==> src/rtl/ham_secded_dec_pipe_if.sv <==
// ham_secded_dec_pipe_if
// Streaming bus for the SECDED decoder pipeline.
//   i_valid / o_ready : upstream handshake, i_data carries NUM_CH codewords
//   o_valid / i_ready : downstream handshake, o_dout carries corrected data
//   o_sbit_err        : per-lane corrected single-bit error
//   o_dbit_err        : per-lane uncorrectable error
// Modports: slave = decoder side, master = producer/consumer side.
interface ham_secded_dec_pipe_if #(
    parameter int DATA_BITS = 4,
    parameter int NUM_CH    = 2
);
    // Smallest P with 2^P >= DATA_BITS + P + 1.
    function automatic int calc_par_bits(input int d);
        int p;
        p = 1;
        for (int i = 0; i < 32; i++) begin
            if ((1 << p) < (d + p + 1)) begin
                p = p + 1;
            end
        end
        return p;
    endfunction

    localparam int PAR_BITS = calc_par_bits(DATA_BITS);
    localparam int CW_BITS  = DATA_BITS + PAR_BITS + 1;

    logic                          i_valid;
    logic                          o_ready;
    logic [NUM_CH*CW_BITS-1:0]     i_data;
    logic                          o_valid;
    logic                          i_ready;
    logic [NUM_CH*DATA_BITS-1:0]   o_dout;
    logic [NUM_CH-1:0]             o_sbit_err;
    logic [NUM_CH-1:0]             o_dbit_err;

    modport slave (
        input  i_valid, i_data, i_ready,
        output o_ready, o_valid, o_dout, o_sbit_err, o_dbit_err
    );

    modport master (
        output i_valid, i_data, i_ready,
        input  o_ready, o_valid, o_dout, o_sbit_err, o_dbit_err
    );
endinterface

==> src/rtl/ham_secded_dec_pipe.sv <==
// ham_secded_dec_pipe
// Two-stage pipelined extended-Hamming (SECDED) decoder, NUM_CH lanes per beat.
//   Stage 1 captures the codewords with their syndromes and overall parity.
//   Stage 2 corrects, extracts data bits and raises the error flags.
// Ports:
//   i_clk, i_rst_n : clock, asynchronous active-low reset
//   bus (slave)    : valid/ready stream in, valid/ready stream out (see _if)
// Optional feature (macro HAM_ERR_CNT_EN):
//   i_cnt_clr      : synchronous clear of both error counters
//   o_sbit_cnt     : saturating count of corrected lanes
//   o_dbit_cnt     : saturating count of uncorrectable lanes
module ham_secded_dec_pipe #(
    parameter int DATA_BITS = 4,
    parameter int NUM_CH    = 2
) (
    input  logic                  i_clk,
    input  logic                  i_rst_n,
`ifdef HAM_ERR_CNT_EN
    input  logic                  i_cnt_clr,
    output logic [15:0]           o_sbit_cnt,
    output logic [15:0]           o_dbit_cnt,
`endif
    ham_secded_dec_pipe_if.slave  bus
);

    function automatic int calc_par_bits(input int d);
        int p;
        p = 1;
        for (int i = 0; i < 32; i++) begin
            if ((1 << p) < (d + p + 1)) begin
                p = p + 1;
            end
        end
        return p;
    endfunction

    localparam int PAR_BITS = calc_par_bits(DATA_BITS);
    localparam int CW_BITS  = DATA_BITS + PAR_BITS + 1;

    // XOR of the positions (1..CW_BITS-1) holding a one.
    function automatic logic [PAR_BITS-1:0] calc_syndrome(input logic [CW_BITS-1:0] cw);
        logic [PAR_BITS-1:0] s;
        s = '0;
        for (int j = 1; j < CW_BITS; j++) begin
            if (cw[j-1]) begin
                s = s ^ PAR_BITS'(j);
            end
        end
        return s;
    endfunction

    // Even parity over the whole codeword, including the overall bit.
    function automatic logic calc_parity(input logic [CW_BITS-1:0] cw);
        return ^cw;
    endfunction

    // Data sits at the non-power-of-two positions, lowest position first.
    function automatic logic [DATA_BITS-1:0] extract_data(input logic [CW_BITS-1:0] cw);
        logic [DATA_BITS-1:0] d;
        int                   k;
        d = '0;
        k = 0;
        for (int j = 1; j < CW_BITS; j++) begin
            if ((j & (j - 1)) != 0) begin
                d[k] = cw[j-1];
                k    = k + 1;
            end
        end
        return d;
    endfunction

    logic                          advance_s;
    logic [NUM_CH*PAR_BITS-1:0]    syn_s;
    logic [NUM_CH-1:0]             par_s;
    logic [NUM_CH*DATA_BITS-1:0]   dout_s;
    logic [NUM_CH-1:0]             sbit_s;
    logic [NUM_CH-1:0]             dbit_s;
    logic [CW_BITS-1:0]            lane_cw_s;
    logic [PAR_BITS-1:0]           lane_syn_s;

    logic                          s1_valid_r;
    logic [NUM_CH*CW_BITS-1:0]     s1_cw_r;
    logic [NUM_CH*PAR_BITS-1:0]    s1_syn_r;
    logic [NUM_CH-1:0]             s1_par_r;
    logic                          o_valid_r;
    logic [NUM_CH*DATA_BITS-1:0]   dout_r;
    logic [NUM_CH-1:0]             sbit_r;
    logic [NUM_CH-1:0]             dbit_r;

    // The whole pipe moves together whenever the output slot is free or drained.
    assign advance_s      = !o_valid_r || bus.i_ready;
    assign bus.o_ready    = advance_s;
    assign bus.o_valid    = o_valid_r;
    assign bus.o_dout     = dout_r;
    assign bus.o_sbit_err = sbit_r;
    assign bus.o_dbit_err = dbit_r;

    // Syndrome and overall parity of each incoming lane.
    always_comb begin
        syn_s = '0;
        par_s = '0;
        for (int c = 0; c < NUM_CH; c++) begin
            syn_s[c*PAR_BITS +: PAR_BITS] = calc_syndrome(bus.i_data[c*CW_BITS +: CW_BITS]);
            par_s[c]                      = calc_parity(bus.i_data[c*CW_BITS +: CW_BITS]);
        end
    end

    // Stage 1: codewords plus their check results.
    always_ff @(posedge i_clk or negedge i_rst_n) begin
        if (!i_rst_n) begin
            s1_valid_r <= 1'b0;
            s1_cw_r    <= '0;
            s1_syn_r   <= '0;
            s1_par_r   <= '0;
        end else if (advance_s) begin
            s1_valid_r <= bus.i_valid;
            s1_cw_r    <= bus.i_data;
            s1_syn_r   <= syn_s;
            s1_par_r   <= par_s;
        end
    end

    // Per-lane correction and classification from the stage-1 results.
    always_comb begin
        dout_s     = '0;
        sbit_s     = '0;
        dbit_s     = '0;
        lane_cw_s  = '0;
        lane_syn_s = '0;
        for (int c = 0; c < NUM_CH; c++) begin
            lane_cw_s  = s1_cw_r[c*CW_BITS +: CW_BITS];
            lane_syn_s = s1_syn_r[c*PAR_BITS +: PAR_BITS];
            if (s1_par_r[c]) begin
                if (lane_syn_s == '0) begin
                    // Only the overall parity bit flipped; data is intact.
                    sbit_s[c] = 1'b1;
                end else if (int'(lane_syn_s) <= CW_BITS - 1) begin
                    lane_cw_s = lane_cw_s ^ (CW_BITS'(1'b1) << (int'(lane_syn_s) - 1));
                    sbit_s[c] = 1'b1;
                end else begin
                    // Syndrome points past the codeword: at least three bits bad.
                    dbit_s[c] = 1'b1;
                end
            end else begin
                if (lane_syn_s != '0) begin
                    dbit_s[c] = 1'b1;
                end else begin
                    sbit_s[c] = 1'b0;
                end
            end
            dout_s[c*DATA_BITS +: DATA_BITS] = extract_data(lane_cw_s);
        end
    end

    // Stage 2: registered outputs.
    always_ff @(posedge i_clk or negedge i_rst_n) begin
        if (!i_rst_n) begin
            o_valid_r <= 1'b0;
            dout_r    <= '0;
            sbit_r    <= '0;
            dbit_r    <= '0;
        end else if (advance_s) begin
            o_valid_r <= s1_valid_r;
            dout_r    <= dout_s;
            sbit_r    <= sbit_s;
            dbit_r    <= dbit_s;
        end
    end

`ifdef HAM_ERR_CNT_EN
    function automatic logic [16:0] popcnt(input logic [NUM_CH-1:0] v);
        logic [16:0] n;
        n = 17'd0;
        for (int i = 0; i < NUM_CH; i++) begin
            n = n + {16'd0, v[i]};
        end
        return n;
    endfunction

    function automatic logic [15:0] sat_add(input logic [15:0] a, input logic [16:0] b);
        logic [16:0] s;
        s = {1'b0, a} + b;
        return s[16] ? 16'hFFFF : s[15:0];
    endfunction

    logic [15:0] sbit_cnt_r;
    logic [15:0] dbit_cnt_r;

    assign o_sbit_cnt = sbit_cnt_r;
    assign o_dbit_cnt = dbit_cnt_r;

    // Error counters, bumped on every output handshake; clear wins.
    always_ff @(posedge i_clk or negedge i_rst_n) begin
        if (!i_rst_n) begin
            sbit_cnt_r <= 16'd0;
            dbit_cnt_r <= 16'd0;
        end else if (i_cnt_clr) begin
            sbit_cnt_r <= 16'd0;
            dbit_cnt_r <= 16'd0;
        end else if (o_valid_r && bus.i_ready) begin
            sbit_cnt_r <= sat_add(sbit_cnt_r, popcnt(sbit_r));
            dbit_cnt_r <= sat_add(dbit_cnt_r, popcnt(dbit_r));
        end
    end
`endif

endmodule

==> src/flat_wrapper.sv <==
// flat-port wrapper written by rule: the top's interface ports become plain ports
module ham_secded_dec_pipe_flat 
#(
    parameter int DATA_BITS = 4,
    parameter int NUM_CH    = 2
)
  (i_clk, i_rst_n, bus_i_valid, bus_i_data, bus_i_ready, bus_o_ready, bus_o_valid, bus_o_dout, bus_o_sbit_err, bus_o_dbit_err);
  ham_secded_dec_pipe_if #(.DATA_BITS(DATA_BITS), .NUM_CH(NUM_CH)) bus_i ();
  input  logic i_clk;
  input  logic i_rst_n;
  input wire logic [$bits(bus_i.i_valid)-1:0] bus_i_valid;
  input wire logic [$bits(bus_i.i_data)-1:0] bus_i_data;
  input wire logic [$bits(bus_i.i_ready)-1:0] bus_i_ready;
  output wire logic [$bits(bus_i.o_ready)-1:0] bus_o_ready;
  output wire logic [$bits(bus_i.o_valid)-1:0] bus_o_valid;
  output wire logic [$bits(bus_i.o_dout)-1:0] bus_o_dout;
  output wire logic [$bits(bus_i.o_sbit_err)-1:0] bus_o_sbit_err;
  output wire logic [$bits(bus_i.o_dbit_err)-1:0] bus_o_dbit_err;
  assign bus_i.i_valid = bus_i_valid;
  assign bus_i.i_data = bus_i_data;
  assign bus_i.i_ready = bus_i_ready;
  assign bus_o_ready = bus_i.o_ready;
  assign bus_o_valid = bus_i.o_valid;
  assign bus_o_dout = bus_i.o_dout;
  assign bus_o_sbit_err = bus_i.o_sbit_err;
  assign bus_o_dbit_err = bus_i.o_dbit_err;
  ham_secded_dec_pipe #(.DATA_BITS(DATA_BITS), .NUM_CH(NUM_CH)) u_core (.i_clk(i_clk), .i_rst_n(i_rst_n), .bus(bus_i));
endmodule
==> config.mk <==
export PLATFORM = sky130hd
export DESIGN_NAME = ham_secded_dec_pipe_flat
export DESIGN_NICKNAME = d
export VERILOG_FILES = /design/src/rtl/ham_secded_dec_pipe_if.sv /design/src/rtl/ham_secded_dec_pipe.sv /design/src/flat_wrapper.sv
export SDC_FILE = /design/constraint.sdc
export NUM_CORES = 1
export LEC_CHECK = 0
export ABC_AREA = 1
export BUFFER_PORTS_ARGS = -buffer_cell sky130_fd_sc_hd__buf_2
export CORE_MARGIN = 5
export CORE_UTILIZATION = 58
export CTS_BUF_LIST = sky130_fd_sc_hd__clkbuf_4
export CTS_CLUSTER_DIAMETER = 200
export DETAILED_ROUTE_END_ITERATION = 12
export HOLD_SLACK_MARGIN = 0.12
export PLACE_DENSITY = 0.82
export SETUP_SLACK_MARGIN = 0.05
export SYNTH_ARGS = -nofsm -noshare
export SYNTH_HDL_FRONTEND = slang
export SYNTH_SLANG_ARGS = --single-unit
==> constraint.sdc <==
create_clock -name i_clk -period 1.5 [get_ports i_clk]
set_clock_uncertainty 0.05 [all_clocks]
set_input_delay 0.075 -clock i_clk [delete_from_list [all_inputs] [get_ports i_clk]]
set_output_delay 0.075 -clock i_clk [all_outputs]
set_load 0.01 [all_outputs]
* Word level (Yosys, flattened, before mapping)
Cells that the tools add are included.
Operators by class: reduce and logical (&&, ||, !) cells 8, bitwise gates (word level) 14, multiplexer cells 24, shift-type cells 2, $add $sub $neg 2
Operators by type and width (count):
- left shift 1 x 32 -> 7 bit, first input constant | 2
- 2-to-1 mux 7 bit | 4
- 2-to-1 mux 3 bit | 8
- XOR reduction 8 bit | 2
- bitwise XOR 7 bit | 2
- NOT 2 bit | 6
- 2-to-1 mux 1 bit | 8
- 2-to-1 mux 2 bit | 4
- subtractor 3 x 1 -> 4 bit, second input constant | 2
- logical NOT 3 bit | 2
- NOT 3 bit | 2
- nonzero test 3 bit | 2
- NOT 1 bit, first input constant | 4
- logical NOT 1 bit | 1
- logical OR 1 bit | 1
Storage, ports and cells: input port bits 20, logic and storage cells 58, output and inout port bits 14, register bits after elaboration 37

* Longest topological paths before layout
Gate-level depths: netlist of run 1.
word-level depth 11, mapped depth 10, gate-level depth less buffers 10

* Worst setup path before layout of run 1
Ideal clock, no wire load.
kind reg2reg, start register u_core.s1_syn_r[3], end register u_core.dout_r[5] (netlist: u_core.bus.o_dout[5]), setup time 117 ps, path buffers 0, period minus slack after synthesis 1345 ps, path slack 155 ps, arrival 1178 ps, stages on the path, launching flop included 9, data required time 1333 ps, path through dfrtp_1 > inv_1 > ha_1 > xnor2_1 > inv_2 > nand3_1 > nand2_1 > nand3_1 > nand2_1
On the way: cells in the longest elaborated chain, start to end 5, elaborated cells between the ends (all ways) 6, those cells by class add/sub (1); shift (1); mux (2); bitwise (1); reduce/logical (1)
Ends and longest elaborated chain:
- start: declaration | line ham_secded_dec_pipe.sv:83 | logic [NUM_CH*PAR_BITS-1:0] s1_syn_r;
- start signal: assignment | line ham_secded_dec_pipe.sv:118 | s1_syn_r <= syn_s;
- subtractor 3 x 1 -> 4 bit | line ham_secded_dec_pipe.sv:138 | lane_cw_s = lane_cw_s ^ (CW_BITS'(1'b1) << (int'(lane_syn_s) - 1));
- left shift 1 x 32 -> 7 bit | line ham_secded_dec_pipe.sv:138
- bitwise XOR 7 bit | line ham_secded_dec_pipe.sv:138
- 2-to-1 mux 7 bit * | line ham_secded_dec_pipe.sv:134 | if (lane_syn_s == '0) begin
- 2-to-1 mux 7 bit * | line ham_secded_dec_pipe.sv:133 | if (s1_par_r[c]) begin
- end signal: assignment | line ham_secded_dec_pipe.sv:164 | dout_r <= dout_s;
- end: declaration | line ham_secded_dec_pipe.sv:86 | logic [NUM_CH*DATA_BITS-1:0] dout_r;
Every way passes the cells marked *; elsewhere a longest branch is shown, timed or not. A chain may end at the register's enable or synchronous reset.

* Final worst setup path of run 1
start register u_core.s1_syn_r[4], end register u_core.dout_r[4] (netlist: u_core.bus.o_dout[4])
The elaborated chain is that of the path after synthesis.

==> out/results.txt, run 1 <==
outcome -> finished, final reports clean
internal power -> 0.001619 W
final worst-path cycle share -> 0.9828
H-Tree Level Count -> 2
Core Region -> 0.003103 sq mm
total setup violations reported at the end of the flow -> 0
Final Slew Violations -> 0
Post-layout nets -> 349
switching power summed over all nets -> 0.001012 W
via count of the first global-routing pass -> 1,711
depth of the worst register-to-register path -> 7
element type at the critical path end -> register
Core Rows -> 20
Cell variety after synth -> 21
clock transition at the registers of the reported paths -> 0.09 ns
fraction of synthesized cell area taken by the top area cell type -> 0.3942
total of warnings raised by yosys -> 0
total of max-cap violations -> 0
Port Buf Inserts -> 33
overall die height -> 67.30 um
fraction of layout cells with a size suffix above 1 -> 0.2178
Req. time, crit path -> 1.65 ns
number of flip-flops and latches in the synthesized netlist -> 30
number of antenna violations at the first check in global routing -> 0
sink count of the clock tree -> 30
minimum clock period -> 1.474 ns
RSZ-0062 raised after global routing -> yes
Post-Syn Instances -> 276
DP Cell Count -> 345
top fanout value on the critical path -> 4
critical path class -> reg -> reg
clock share of power -> 0.172
per-cell via count in the routed design -> 4.903
effective utilization at floorplan -> 0.6137
combinational group share of total power -> 0.413
Sum Neg Setup Slack -> 0 ns
final antenna-violating net count -> 0
Die W -> 67.30 um
number of fillers in the final layout -> 258
clock tree from TritonCTS -> built
Worst slew margin -> 0.5761
Die ar. -> 0.004529 sq mm
WHS Path Cells -> 4
biggest area consumer among synthesized cells -> sky130_fd_sc_hd__dfrtp_1
insertion delay to the later sink of the worst-skew pair -> 0.32 ns
sequential cell area fraction in the yosys report -> 0.3942
DRT Wirelength -> 4031 um
wire per inst -> 10.89 um
Final Non-Filler Cells -> 370
number of buffers on the longest clock path -> 2
Sw Ratio -> 0.3848
per-instance average area after synthesis -> 6.900 sq um
Total Routing Usage GR -> 0.1999
total vias in the final route -> 1,814
critical path data arrival time -> 1.62 ns
summed instance area of the synthesized netlist -> 0.001904 sq mm
kind of start point of the critical path -> register
Least-Margin Pin Slew -> 0.6359 ns
count of TritonRoute iterations in the first routing pass -> 4
Flop pwr share -> 0.415
Max Clk Rate -> 678.3 MHz
Final GP Congestion -> 0.7893
worst hold slack -> 0.1402 ns
relative area change from synthesis to final layout -> 25.69%
total gr overflow -> 0
synth top area cells -> sky130_fd_sc_hd__dfrtp_1 (39%), sky130_fd_sc_hd__nand2_1 (22%), sky130_fd_sc_hd__inv_1 (7.1%)
number of DRC markers after the initial detailed-route iteration -> 122
maximum number of pins on one net before global-route repair -> 37
endpoints failing hold -> 0
HPWL after DPL -> 2670 um
drt drc -> 0
Peak VDD IR -> 0.0005099 V
diodes inserted -> 0
library cell used as clock root buffer -> sky130_fd_sc_hd__clkbuf_4
power per standard cell area -> 1099 mW/mm^2
Hold WC Path Type -> in -> reg
static leakage power -> 1.304 nW
Ports -> 34
wire length of the first global-routing pass -> 6948 um
clock buffer count from CTS -> 5
synthesized net count -> 300
timing repair:
| item | in CTS | in global routing |
|---|---|---|
| buffers inserted | 1 | 4 |
| hold buffers | 12 | 0 |
| cloned | 0 | 0 |
| endpoints found under the hold margin | 42 | 0 |
| setup endpoints to repair | 4 | 8 |
| gates resized for setup | 3 | 20 |
| pin swaps | 1 | 7 |
flip-flops by register name (all words and copies together) (netlist names):
register,count
u_core.bus.o_dbit_err,2
u_core.s1_par_r,2
u_core.s1_syn_r,6
u_core.bus.o_valid,1
u_core.bus.o_sbit_err,2
u_core.bus.o_dout,8
u_core.s1_valid_r,1
u_core.s1_cw_r,8
stage by stage:
step | worst slack [ns] | power, W | utilization | area (sq um)
after floorplan | 0.1548 | 0.001696 | - | 1904
after global placement | 0.09274 | 0.001927 | 0.6750 | 2095
after global routing | -0.03017 | 0.002843 | 0.7714 | 2394
after detailed placement | 0.02685 | 0.001960 | 0.6750 | 2095
after CTS | 0.06358 | 0.002459 | 0.7367 | 2286
final | 0.02582 | 0.002631 | 0.7714 | 2394
power by group through the flow:
stage	Combinational (W)	Sequential [W]	Clock (W)
6_report	0.00109	0.00109	0.000452
5_1_grt	0.00122	0.00111	0.000506
4_1_cts	0.000914	0.00108	0.000463
3_3_place_gp	0.000836	0.00109	0
2_1_floorplan	0.000569	0.00113	0
3_5_place_dp	0.000864	0.00110	0
kinds of logic (layout without fill, tap and decap cells):
group	after synthesis	in the layout	share of synthesized area
fa+ha+maj	4	4	0.02628
flops	30	30	0.3942
simple gates	154	154	0.3318
buf+inv	48	98	0.1031
compound gates	23	23	0.06636
xor+xnor	17	17	0.07819
layout make-up:
cell class	instances	area, sq um	share of cell area
clock buffer	6	45.04	0.01882
clock inverter	2	8.758	0.003659
inverter	39	148.9	0.06221
multi-input combinational	198	1042	0.4354
sequential	30	750.7	0.3136
tap	44	55.05	0.02300
timing repair buffer	51	342.8	0.1432
cells in the mapped netlist, drive strengths merged:
library cell  count
nand2           114
inv              39
dfrtp            30
nand3            19
nor2             17
o21ai            17
buf               9
xor2              9
xnor2             8
ha                4
a21oi             2
a22o              2
nand4             2
or2               2
a31oi             1
o21bai            1
placed cells by master (no fill, tap or decap), types with 2 or more instances in the layout:
| master | count |
|---|---|
| sky130_fd_sc_hd__inv_2 | 7 |
| sky130_fd_sc_hd__buf_2 | 33 |
| sky130_fd_sc_hd__xor2_1 | 9 |
| sky130_fd_sc_hd__ha_4 | 3 |
| sky130_fd_sc_hd__nor2_2 | 3 |
| sky130_fd_sc_hd__a22o_1 | 2 |
| sky130_fd_sc_hd__nor2_4 | 4 |
| sky130_fd_sc_hd__nand3_1 | 18 |
| sky130_fd_sc_hd__nor2_1 | 10 |
| sky130_fd_sc_hd__nand2_1 | 110 |
| sky130_fd_sc_hd__inv_1 | 31 |
| sky130_fd_sc_hd__o21ai_1 | 4 |
| sky130_fd_sc_hd__xnor2_1 | 7 |
| sky130_fd_sc_hd__nand4_1 | 2 |
| sky130_fd_sc_hd__o21ai_0 | 13 |
| sky130_fd_sc_hd__or2_1 | 2 |
| sky130_fd_sc_hd__a21oi_1 | 2 |
| sky130_fd_sc_hd__buf_4 | 5 |
| sky130_fd_sc_hd__dfrtp_1 | 30 |
| sky130_fd_sc_hd__dlygate4sd3_1 | 12 |
| sky130_fd_sc_hd__clkbuf_4 | 6 |
| sky130_fd_sc_hd__nand2_2 | 3 |
final timing paths:
| kind | startpoint | to | slack [ns] |
|---|---|---|---|
| setup reg to reg | u_core.s1_syn_r[4] | u_core.bus.o_dout[4] | 0.03 |
| hold / removal | bus_i_data[3] | u_core.s1_syn_r[2] | 0.14 |
| hold reg to reg | u_core.bus.o_dout[6] | u_core.bus.o_dout[6] | 0.43 |
| min in group asynchronous | i_rst_n | u_core.bus.o_dout[1] | 0.26 |
| setup / recovery | u_core.s1_syn_r[4] | u_core.bus.o_dout[4] | 0.03 |
| max in group asynchronous | i_rst_n | u_core.bus.o_dout[5] | 0.73 |
per-layer routing:
metal | track usage | share of wire | routed length [um] | up-vias
met5 | 0 | 0 | 0 | -
met4 | 0.08354 | 0.011 | 45 | 0
met3 | 0.03827 | 0.043 | 173 | 5
met2 | 0.3460 | 0.46 | 1872 | 43
met1 | 0.2421 | 0.48 | 1940 | 822
li1 | - | - | - | 944
worst max-delay path, cell delays in order (launching register included):
cell and delay [ns]:
sky130_fd_sc_hd__dfrtp_1 0.40, sky130_fd_sc_hd__inv_2 0.07, sky130_fd_sc_hd__ha_2 0.19, sky130_fd_sc_hd__xnor2_2 0.26, sky130_fd_sc_hd__buf_4 0.16, sky130_fd_sc_hd__nand3_1 0.07, sky130_fd_sc_hd__nand2_1 0.08, sky130_fd_sc_hd__o21ai_1 0.07
No activity file was read; power rests on OpenSTA's default activity.
==> run 2, diff against run 1 <==
--- a/config.mk
+++ b/config.mk
@@ -8,12 +8,11 @@
 export ABC_AREA = 1
 export BUFFER_PORTS_ARGS = -buffer_cell sky130_fd_sc_hd__buf_2
 export CORE_MARGIN = 5
-export CORE_UTILIZATION = 58
+export CORE_UTILIZATION = 38
 export CTS_BUF_LIST = sky130_fd_sc_hd__clkbuf_4
 export CTS_CLUSTER_DIAMETER = 200
 export DETAILED_ROUTE_END_ITERATION = 12
 export HOLD_SLACK_MARGIN = 0.12
-export PLACE_DENSITY = 0.82
 export SETUP_SLACK_MARGIN = 0.05
 export SYNTH_ARGS = -nofsm -noshare
 export SYNTH_HDL_FRONTEND = slang
==> out/results.txt, run 2 (same netlist as run 1, synthesis figures left out) <==
outcome -> finished, final reports clean
kind of start point of the critical path -> register
DRT Wirelength -> 4123 um
critical path class -> reg -> reg
sink count of the clock tree -> 30
Max Clk Rate -> 730.8 MHz
Final GP Congestion -> 0.8319
RSZ-0062 raised after global routing -> yes
top fanout value on the critical path -> 4
via count of the first global-routing pass -> 1,600
insertion delay to the later sink of the worst-skew pair -> 0.33 ns
Post-layout nets -> 352
library cell used as clock root buffer -> sky130_fd_sc_hd__clkbuf_4
amount of wire on met2 after detailed routing -> 1860 um
Final Core Density -> 0.5174
Sum Neg Setup Slack -> 0 ns
total vias in the final route -> 1,740
Final Slew Violations -> 0
maximum number of pins on one net before global-route repair -> 31
H-Tree Level Count -> 2
top layer reached by signal wires -> met4
Total Routing Usage GR -> 0.1404
clock buffer count from CTS -> 5
overall die height -> 80.79 um
endpoints failing hold -> 0
number of buffers on the longest clock path -> 2
Req. time, crit path -> 1.74 ns
Least-Margin Pin Slew -> 0.6637 ns
Peak VDD IR -> 0.0004031 V
clock share of power -> 0.177
total gr overflow -> 0
static leakage power -> 1.318 nW
Ports -> 34
Core Rows -> 25
combinational group share of total power -> 0.419
drt drc -> 0
wire length of the first global-routing pass -> 7120 um
Port Buf Inserts -> 33
Die ar. -> 0.006527 sq mm
DP Cell Count -> 369
number of antenna violations at the first check in global routing -> 0
total of max-cap violations -> 0
final worst-path cycle share -> 0.9122
total power consumption of the routed design -> 0.002718 W
Flop pwr share -> 0.404
power per standard cell area -> 1098 mW/mm^2
fraction of layout cells with a size suffix above 1 -> 0.2462
internal power -> 0.001659 W
worst hold slack -> 0.1057 ns
Hold WC Path Type -> in -> reg
Sw Ratio -> 0.3898
HPWL after DPL -> 2919 um
commonest non-fill, non-tap cell in the layout -> sky130_fd_sc_hd__nand2_1
number of DRC markers after the initial detailed-route iteration -> 98
switching power summed over all nets -> 0.001059 W
most frequent cells in the layout -> sky130_fd_sc_hd__nand2_1 (107), sky130_fd_sc_hd__buf_2 (33), sky130_fd_sc_hd__dfrtp_1 (30)
element type at the critical path end -> register
wire per inst -> 10.41 um
met3 wire len -> 177 um
count of TritonRoute iterations in the first routing pass -> 4
Worst slew margin -> 0.5575
diodes inserted -> 0
clock tree from TritonCTS -> built
critical path data arrival time -> 1.61 ns
final antenna-violating net count -> 0
number of fillers in the final layout -> 462
relative area change from synthesis to final layout -> 30.03%
metal1 wirelength -> 2033 um
clock transition at the registers of the reported paths -> 0.10 ns
minimum clock period -> 1.368 ns
effective utilization at floorplan -> 0.3979
Core Region -> 0.004786 sq mm
total setup violations reported at the end of the flow -> 0
per-cell via count in the routed design -> 4.394
Final Non-Filler Cells -> 396
Die W -> 80.79 um
run 2: per-stage QoR:
step	area [sq um]	setup slack, ns
floorplan	1904	0.1548
global route	2476	0.01856
detailed placement	2118	0.04388
finish	2476	0.1317
CTS	2295	0.05208
global placement	2118	0.08864
run 2: cell type report:
cell class                      count  area, sq um  share of cell area
Sequential cell                    30        750.7              0.3032
Clock inverter                      2        8.758            0.003537
Multi-Input combinational cell    198         1081              0.4366
Clock buffer                        6        45.04             0.01819
Timing Repair Buffer               54        352.8              0.1425
Inverter                           39        153.9             0.06215
Tap cell                           67        83.83             0.03386
run 2: metal layers:
layer | GRT usage | vias up
met5 | 0 | -
met4 | 0.05068 | 0
li1 | - | 946
met2 | 0.2210 | 40
met1 | 0.1886 | 750
met3 | 0.03326 | 4
run 2: critical path, cell delays in order (launching register included):
cell and delay, ns:
sky130_fd_sc_hd__dfrtp_1 0.40, sky130_fd_sc_hd__inv_2 0.09, sky130_fd_sc_hd__ha_4 0.29, sky130_fd_sc_hd__nand2_1 0.06, sky130_fd_sc_hd__nor2_2 0.10, sky130_fd_sc_hd__nand2_1 0.06
sky130_fd_sc_hd__o21bai_1 0.12, sky130_fd_sc_hd__nand3_1 0.09, sky130_fd_sc_hd__nand2_1 0.06
run 2: final timing paths:
kind / start / endpoint / slack, ns / cells past startpoint
max: u_core.s1_syn_r[3] / u_core.bus.o_dout[6] / 0.13 / 8
min: bus_i_ready / u_core.bus.o_valid / 0.11 / 4
max reg2reg: u_core.s1_syn_r[3] / u_core.bus.o_dout[6] / 0.13 / 8
min reg2reg: u_core.s1_valid_r / u_core.bus.o_valid / 0.41 / 2
max in group asynchronous: i_rst_n / u_core.bus.o_dout[1] / 0.72 / 2
min in group asynchronous: i_rst_n / u_core.s1_syn_r[5] / 0.25 / 2
run 2: power by group through the flow:
stage | Clock [W] | Sequential, W | Combinational, W
2_1_floorplan | 0 | 0.00113 | 0.000569
3_3_place_gp | 0 | 0.00110 | 0.000847
3_5_place_dp | 0 | 0.00110 | 0.000868
4_1_cts | 0.000497 | 0.00109 | 0.000901
5_1_grt | 0.000524 | 0.00112 | 0.00129
6_report | 0.000481 | 0.00110 | 0.00114
run 2: repair_timing:
| action | CTS | global route |
|---|---|---|
| pin swaps | 0 | 13 |
| hold buffers | 12 | 0 |
| endpoints found under the hold margin | 41 | 0 |
| setup endpoints to repair | 8 | 9 |
| resized for setup | 3 | 31 |
| buffers inserted | 0 | 7 |
